## config.mk

```make
export PLATFORM = sky130hd
export DESIGN_NAME = instr_encoder
export DESIGN_NICKNAME = d
export VERILOG_FILES = /design/src/rtl/instr_encoder.sv
export SDC_FILE = /design/constraint.sdc
export NUM_CORES = 1
export LEC_CHECK = 0
export ABC_CLOCK_PERIOD_IN_PS = 3100
export CAP_MARGIN = 30
export CORE_MARGIN = 4
export CORE_UTILIZATION = 46
export CTS_CLUSTER_SIZE = 24
export DETAILED_ROUTE_END_ITERATION = 10
export PLACE_DENSITY = 0.86
export SYNTH_ARGS = -nofsm -noshare
export SYNTH_HDL_FRONTEND = slang
export SYNTH_SLANG_ARGS = --single-unit
```

## constraint.sdc

```tcl
create_clock -name clk -period 3.1 [get_ports clk]
set_input_delay 0.62 -clock clk [delete_from_list [all_inputs] [get_ports clk]]
set_output_delay 0.62 -clock clk [all_outputs]
set_load 0.005 [all_outputs]
```

## src/rtl/instr_encoder.sv

```systemverilog
// Field-level request to 32-bit MIPS word encoder that streams each encoded word
// into instruction memory at consecutive addresses through a one-entry output register.
module instr_encoder #(
    parameter int          ADDR_W    = 8,
    parameter int unsigned BASE_ADDR = 0
) (
    input  logic              clk,
    input  logic              rst_n,
    input  logic              start,
    input  logic              finish,
    input  logic              in_valid,
    output logic              in_ready,
    input  logic [2:0]        in_kind,
    input  logic [4:0]        in_rs,
    input  logic [4:0]        in_rt,
    input  logic [4:0]        in_rd,
    input  logic [4:0]        in_shamt,
    input  logic [5:0]        in_funct,
    input  logic [15:0]       in_imm,
    input  logic [25:0]       in_target,
    output logic              out_valid,
    input  logic              out_ready,
    output logic [ADDR_W-1:0] out_addr,
    output logic [31:0]       out_instr,
    output logic [ADDR_W:0]   words,
    output logic              busy,
    output logic              done,
    output logic              err_illegal,
    output logic              err_full
);

    typedef enum logic [1:0] {
        S_IDLE  = 2'd0,
        S_RUN   = 2'd1,
        S_FULL  = 2'd2,
        S_DRAIN = 2'd3
    } state_t;

    localparam logic [ADDR_W-1:0] BASE_A = ADDR_W'(BASE_ADDR);
    localparam logic [ADDR_W-1:0] LAST_A = {ADDR_W{1'b1}};

    function automatic logic [31:0] encode(
        input logic [2:0]  kind,
        input logic [4:0]  rs,
        input logic [4:0]  rt,
        input logic [4:0]  rd,
        input logic [4:0]  shamt,
        input logic [5:0]  funct,
        input logic [15:0] imm,
        input logic [25:0] target
    );
        logic [31:0] w;
        case (kind)
            3'd0:    w = {6'b000000, rs, rt, rd, shamt, funct};
            3'd1:    w = {6'b100011, rs, rt, imm};
            3'd2:    w = {6'b101011, rs, rt, imm};
            3'd3:    w = {6'b000101, rs, rt, imm};
            3'd4:    w = {6'b001110, rs, rt, imm};
            3'd5:    w = {6'b000010, target};
            default: w = 32'h0000_0000;
        endcase
        return w;
    endfunction

    state_t              state_q, state_d;
    logic                out_valid_q, out_valid_d;
    logic [ADDR_W-1:0]   out_addr_q, out_addr_d;
    logic [31:0]         out_instr_q, out_instr_d;
    logic [ADDR_W:0]     words_q, words_d;
    logic                done_q, done_d;
    logic                err_illegal_q, err_illegal_d;
    logic                err_full_q, err_full_d;
    logic                in_ready_s, accept_s, write_s, legal_s, last_pending_s;

    // Handshake decode and next-state / datapath update.
    always_comb begin
        state_d       = state_q;
        out_valid_d   = out_valid_q;
        out_addr_d    = out_addr_q;
        out_instr_d   = out_instr_q;
        words_d       = words_q;
        done_d        = 1'b0;
        err_illegal_d = err_illegal_q;
        err_full_d    = err_full_q;

        // A word pending at the last address must not be followed: memory is full after it.
        last_pending_s = out_valid_q && (out_addr_q == LAST_A);
        in_ready_s     = (state_q == S_RUN) && (!out_valid_q || out_ready) && !last_pending_s;
        accept_s       = in_valid && in_ready_s;
        write_s        = out_valid_q && out_ready;
        legal_s        = (in_kind <= 3'd5);

        if (write_s) begin
            out_addr_d  = out_addr_q + ADDR_W'(1);
            words_d     = words_q + (ADDR_W + 1)'(1);
            out_valid_d = 1'b0;
        end else begin
            out_valid_d = out_valid_q;
        end

        if (accept_s && legal_s) begin
            out_instr_d = encode(in_kind, in_rs, in_rt, in_rd, in_shamt, in_funct, in_imm, in_target);
            out_valid_d = 1'b1;
        end else if (accept_s) begin
            err_illegal_d = 1'b1;
        end else begin
            out_instr_d = out_instr_q;
        end

        case (state_q)
            S_IDLE: begin
                if (start) begin
                    state_d       = S_RUN;
                    out_addr_d    = BASE_A;
                    words_d       = '0;
                    err_illegal_d = 1'b0;
                    err_full_d    = 1'b0;
                end else begin
                    state_d = S_IDLE;
                end
            end
            S_RUN: begin
                if (finish) begin
                    state_d = S_DRAIN;
                end else if (write_s && (out_addr_q == LAST_A)) begin
                    state_d = S_FULL;
                end else begin
                    state_d = S_RUN;
                end
            end
            S_FULL: begin
                if (in_valid) begin
                    err_full_d = 1'b1;
                end else begin
                    err_full_d = err_full_q;
                end
                if (finish) begin
                    state_d = S_DRAIN;
                end else begin
                    state_d = S_FULL;
                end
            end
            S_DRAIN: begin
                if (!out_valid_q) begin
                    state_d = S_IDLE;
                    done_d  = 1'b1;
                end else begin
                    state_d = S_DRAIN;
                end
            end
            default: state_d = S_IDLE;
        endcase
    end

    // State and output registers.
    always_ff @(posedge clk or negedge rst_n) begin
        if (!rst_n) begin
            state_q       <= S_IDLE;
            out_valid_q   <= 1'b0;
            out_addr_q    <= BASE_A;
            out_instr_q   <= 32'h0000_0000;
            words_q       <= '0;
            done_q        <= 1'b0;
            err_illegal_q <= 1'b0;
            err_full_q    <= 1'b0;
        end else begin
            state_q       <= state_d;
            out_valid_q   <= out_valid_d;
            out_addr_q    <= out_addr_d;
            out_instr_q   <= out_instr_d;
            words_q       <= words_d;
            done_q        <= done_d;
            err_illegal_q <= err_illegal_d;
            err_full_q    <= err_full_d;
        end
    end

    assign in_ready    = in_ready_s;
    assign out_valid   = out_valid_q;
    assign out_addr    = out_addr_q;
    assign out_instr   = out_instr_q;
    assign words       = words_q;
    assign busy        = (state_q != S_IDLE);
    assign done        = done_q;
    assign err_illegal = err_illegal_q;
    assign err_full    = err_full_q;

endmodule

```

==> results.cfg <==
[status]
status = complete, no violations

[logic_synthesis]
yosysTopAreaCell = dfrtp_1
synth_edf_count = 0
yosysWarnings = 0
synth_seq_area_share = 0.4408
synth_top_area_share = 0.4408
syn_area_per_cell_um2 = 10.08
yosys-top-cells-area = dfrtp_1 (44%), a31oi_1 (6.5%), a22oi_1 (6.4%)
synth_area_um2 = 3065
synth-async-reset-ratio = 1.000
synth_nets = 383
ys_seq_elements = 54
synth_cell_type_count = 44
synth-main-ff-cell = dfrtp_1
yosys-top-cells-count = dfrtp_1 (54), a31oi_1 (32), a22oi_1 (26)
synth_cells = 304
synth_most_common_cell = dfrtp_1

[setup_path]
path_buf_inv = 3
path_cells = clkdlybuf4s50_1, nand2b_1, o2111ai_2, inv_2, clkdlybuf4s50_1
arrival_ns = 2.16
slowest_stage = clkdlybuf4s50_1
endpoint_kind = output pin
max_stage_delay_ns = 0.55
crit_type = primary input to output pin
crit_required_ns = 2.48
crit_path_start_kind = primary input
critPathTopFamily = buffers and inverters
crit_fanout = 6
cp_common_cell = clkdlybuf4s50_1

[clock_tree]
cts-buffers-inserted = 5
hold_buffers = 0
ctsResizeCount = 0
clock_latency_ns = 0.31
root_buffer = clkbuf_8
cts_setup_buffers = 0
clock_path_buffers = 2
h-tree-depth = 2
cts_tree = done
cts.sinks = 54
clk_pin_slew_ns = 0.09

[route]
avgRoutedWirePerCell_um = 16.23
first_iter_violations = 166
dr.pass1.iters = 4
wirelength_mm = 8.131
drc_errors = 0
ant_nets = 0
dr_total_vias = 2840
viasPerCell = 5.669

[global_route]
grt_pass1_vias = 2771
grt_max_degree = 39
grt_pass1_wl_mm = 12.68
grt_usage = 0.2031
grt_antenna_before_repair = 0
grt-ovfl-total = 0

[placement]
io_buffer_count = 130
place_hpwl_mm = 6.313
place.gp.congestion = 0.7747
pre_cts_ws_ns = 0.3174
place_area_um2 = 4404
dp.cells = 493

[die]
die-width_um = 89.64
initial_core_util = 0.4773
chipHeight_um = 89.64
io_pins = 132
dieArea_um2 = 8034
core-area_um2 = 6422
rows = 29

[sta]
holdWs_ns = 0.3910
rsz0062_at_grt = no
finalSetupViolations = 0
finalHoldViolCount = 0
slew_headroom = 0.4665
timing.final.ws_setup_ns = 0.3235
post-route-min-period_ns = 2.777
worst_pin_slew_ns = 0.8002
final-max-slew-violation-count = 0
clock.fmax_mhz = 360.2
setup_tns_ns = 0
fin_skew_ns = 0.005578
fin_crit_sh = 0.8957

[finish]
n_antenna_cell = 0
final_cells = 501
drive_above_1_share = 0.1415
fin_nets = 503
area_delta_synth_final_pct = 46.49
final_area_um2 = 4491

[pwr]
clkPwrFrac = 0.123
p_seq_frac = 0.391
p_int_mw = 1.968
powerDensity_nw_per_um2 = 669.6
ir_drop_mv = 0.2994
leakage_nw = 1.734
comb_power_share = 0.485
switching_share = 0.3455
p_sw_mw = 1.039

[flow_run]
drv_cap = 0

[hold_path]
hold_path.class = primary input to async pin
## layout make-up
type                       count  area, um2
fill                         485       1932
multi-input combinational    218       1562
timing repair buffer         140       1384
sequential                    54       1351
tap                           77      96.34
clock buffer                   5      68.82
inverter                       5      18.77
clock inverter                 2      10.01
## worst reg2reg max path, cell delays in order, from the launching register on
cell and delay [ns]:
dfrtp_1 0.44, ha_1 0.23, nand4_1 0.11, o2111ai_2 0.17, inv_2 0.09, buf_4 0.32
and3_4 0.53, o32a_1 0.23
## cell families (layout without fill, tap and decap cells)
group	after synthesis	count (layout)	synth area share
other	1	1	0.001223
adders and majority gates	2	2	0.008162
DFF	54	54	0.4408
muxes	17	17	0.06245
AOI/OAI and AO/OA	95	95	0.2376
and+or+nand+nor	87	87	0.1543
buffers and inverters	32	152	0.04979
xor gates and xnor gates	16	16	0.04571
## stage by stage
stage          power [mW]    util
4_1_cts             3.034  0.6980
3_5_place_dp        2.660  0.6858
2_1_floorplan       1.841       -
6_report            3.007  0.6992
5_1_grt             3.225  0.6992
3_3_place_gp        2.619  0.6858
## state kept, by name, summed over array words and instances (netlist names)
signal,flops
err_full,1
out_instr,31
words,9
done,1
err_illegal,1
out_valid,1
state_q,2
out_addr,8
## power by group through the flow
stage	sequential (mW)	clock (mW)	combinational, mW
floorplan	1.17	0	0.668
global placement	1.18	0	1.44
detailed placement	1.19	0	1.47
CTS	1.18	0.379	1.48
global route	1.22	0.415	1.59
finish	1.18	0.370	1.46
## worst paths after layout
check / end / slack [ns] / cells after the start / start
setup reg to reg: out_instr[27] / 0.93 / 7 / out_addr[0]
min in group clk: out_instr[28] / 0.52 / 1 / out_instr[28]
hold / removal: words[4] / 0.39 / 1 / rst_n
setup / recovery: in_ready / 0.32 / 5 / out_ready
max in group asynchronous: out_instr[13] / 1.98 / 2 / rst_n
hold reg to reg: out_instr[28] / 0.52 / 1 / out_instr[28]
## metal layers
| layer | global-route usage | vias up | share of wire | routed length, um |
|---|---|---|---|---|
| met4 | 0.05683 | 0 | 0.012 | 100 |
| met3 | 0.07117 | 9 | 0.094 | 765 |
| li1 | - | 1378 | - | - |
| met2 | 0.3531 | 113 | 0.50 | 4035 |
| met1 | 0.2370 | 1340 | 0.40 | 3229 |
| met5 | 0 | - | 0 | 0 |
## cell usage in the layout, fill, tap and decap left out, types with 2 or more instances in the layout
cell               n
inv_1              4
nand2_1           16
nor3b_1            2
a31oi_2           10
nand3b_1          16
nand4_1           10
o21ai_0            4
nor3_1             5
xor2_1            10
clkdlybuf4s50_1  129
dfrtp_1           54
nand2b_1           2
buf_4              9
a21oi_2           10
nand3_1            5
a21oi_1            4
xnor2_1            6
nor2_1            23
a31oi_1           32
a22oi_1           26
clkinv_2           2
clkbuf_8           5
mux2_2            17
ha_1               2
Note: power is estimated with default switching activity, not from simulation.
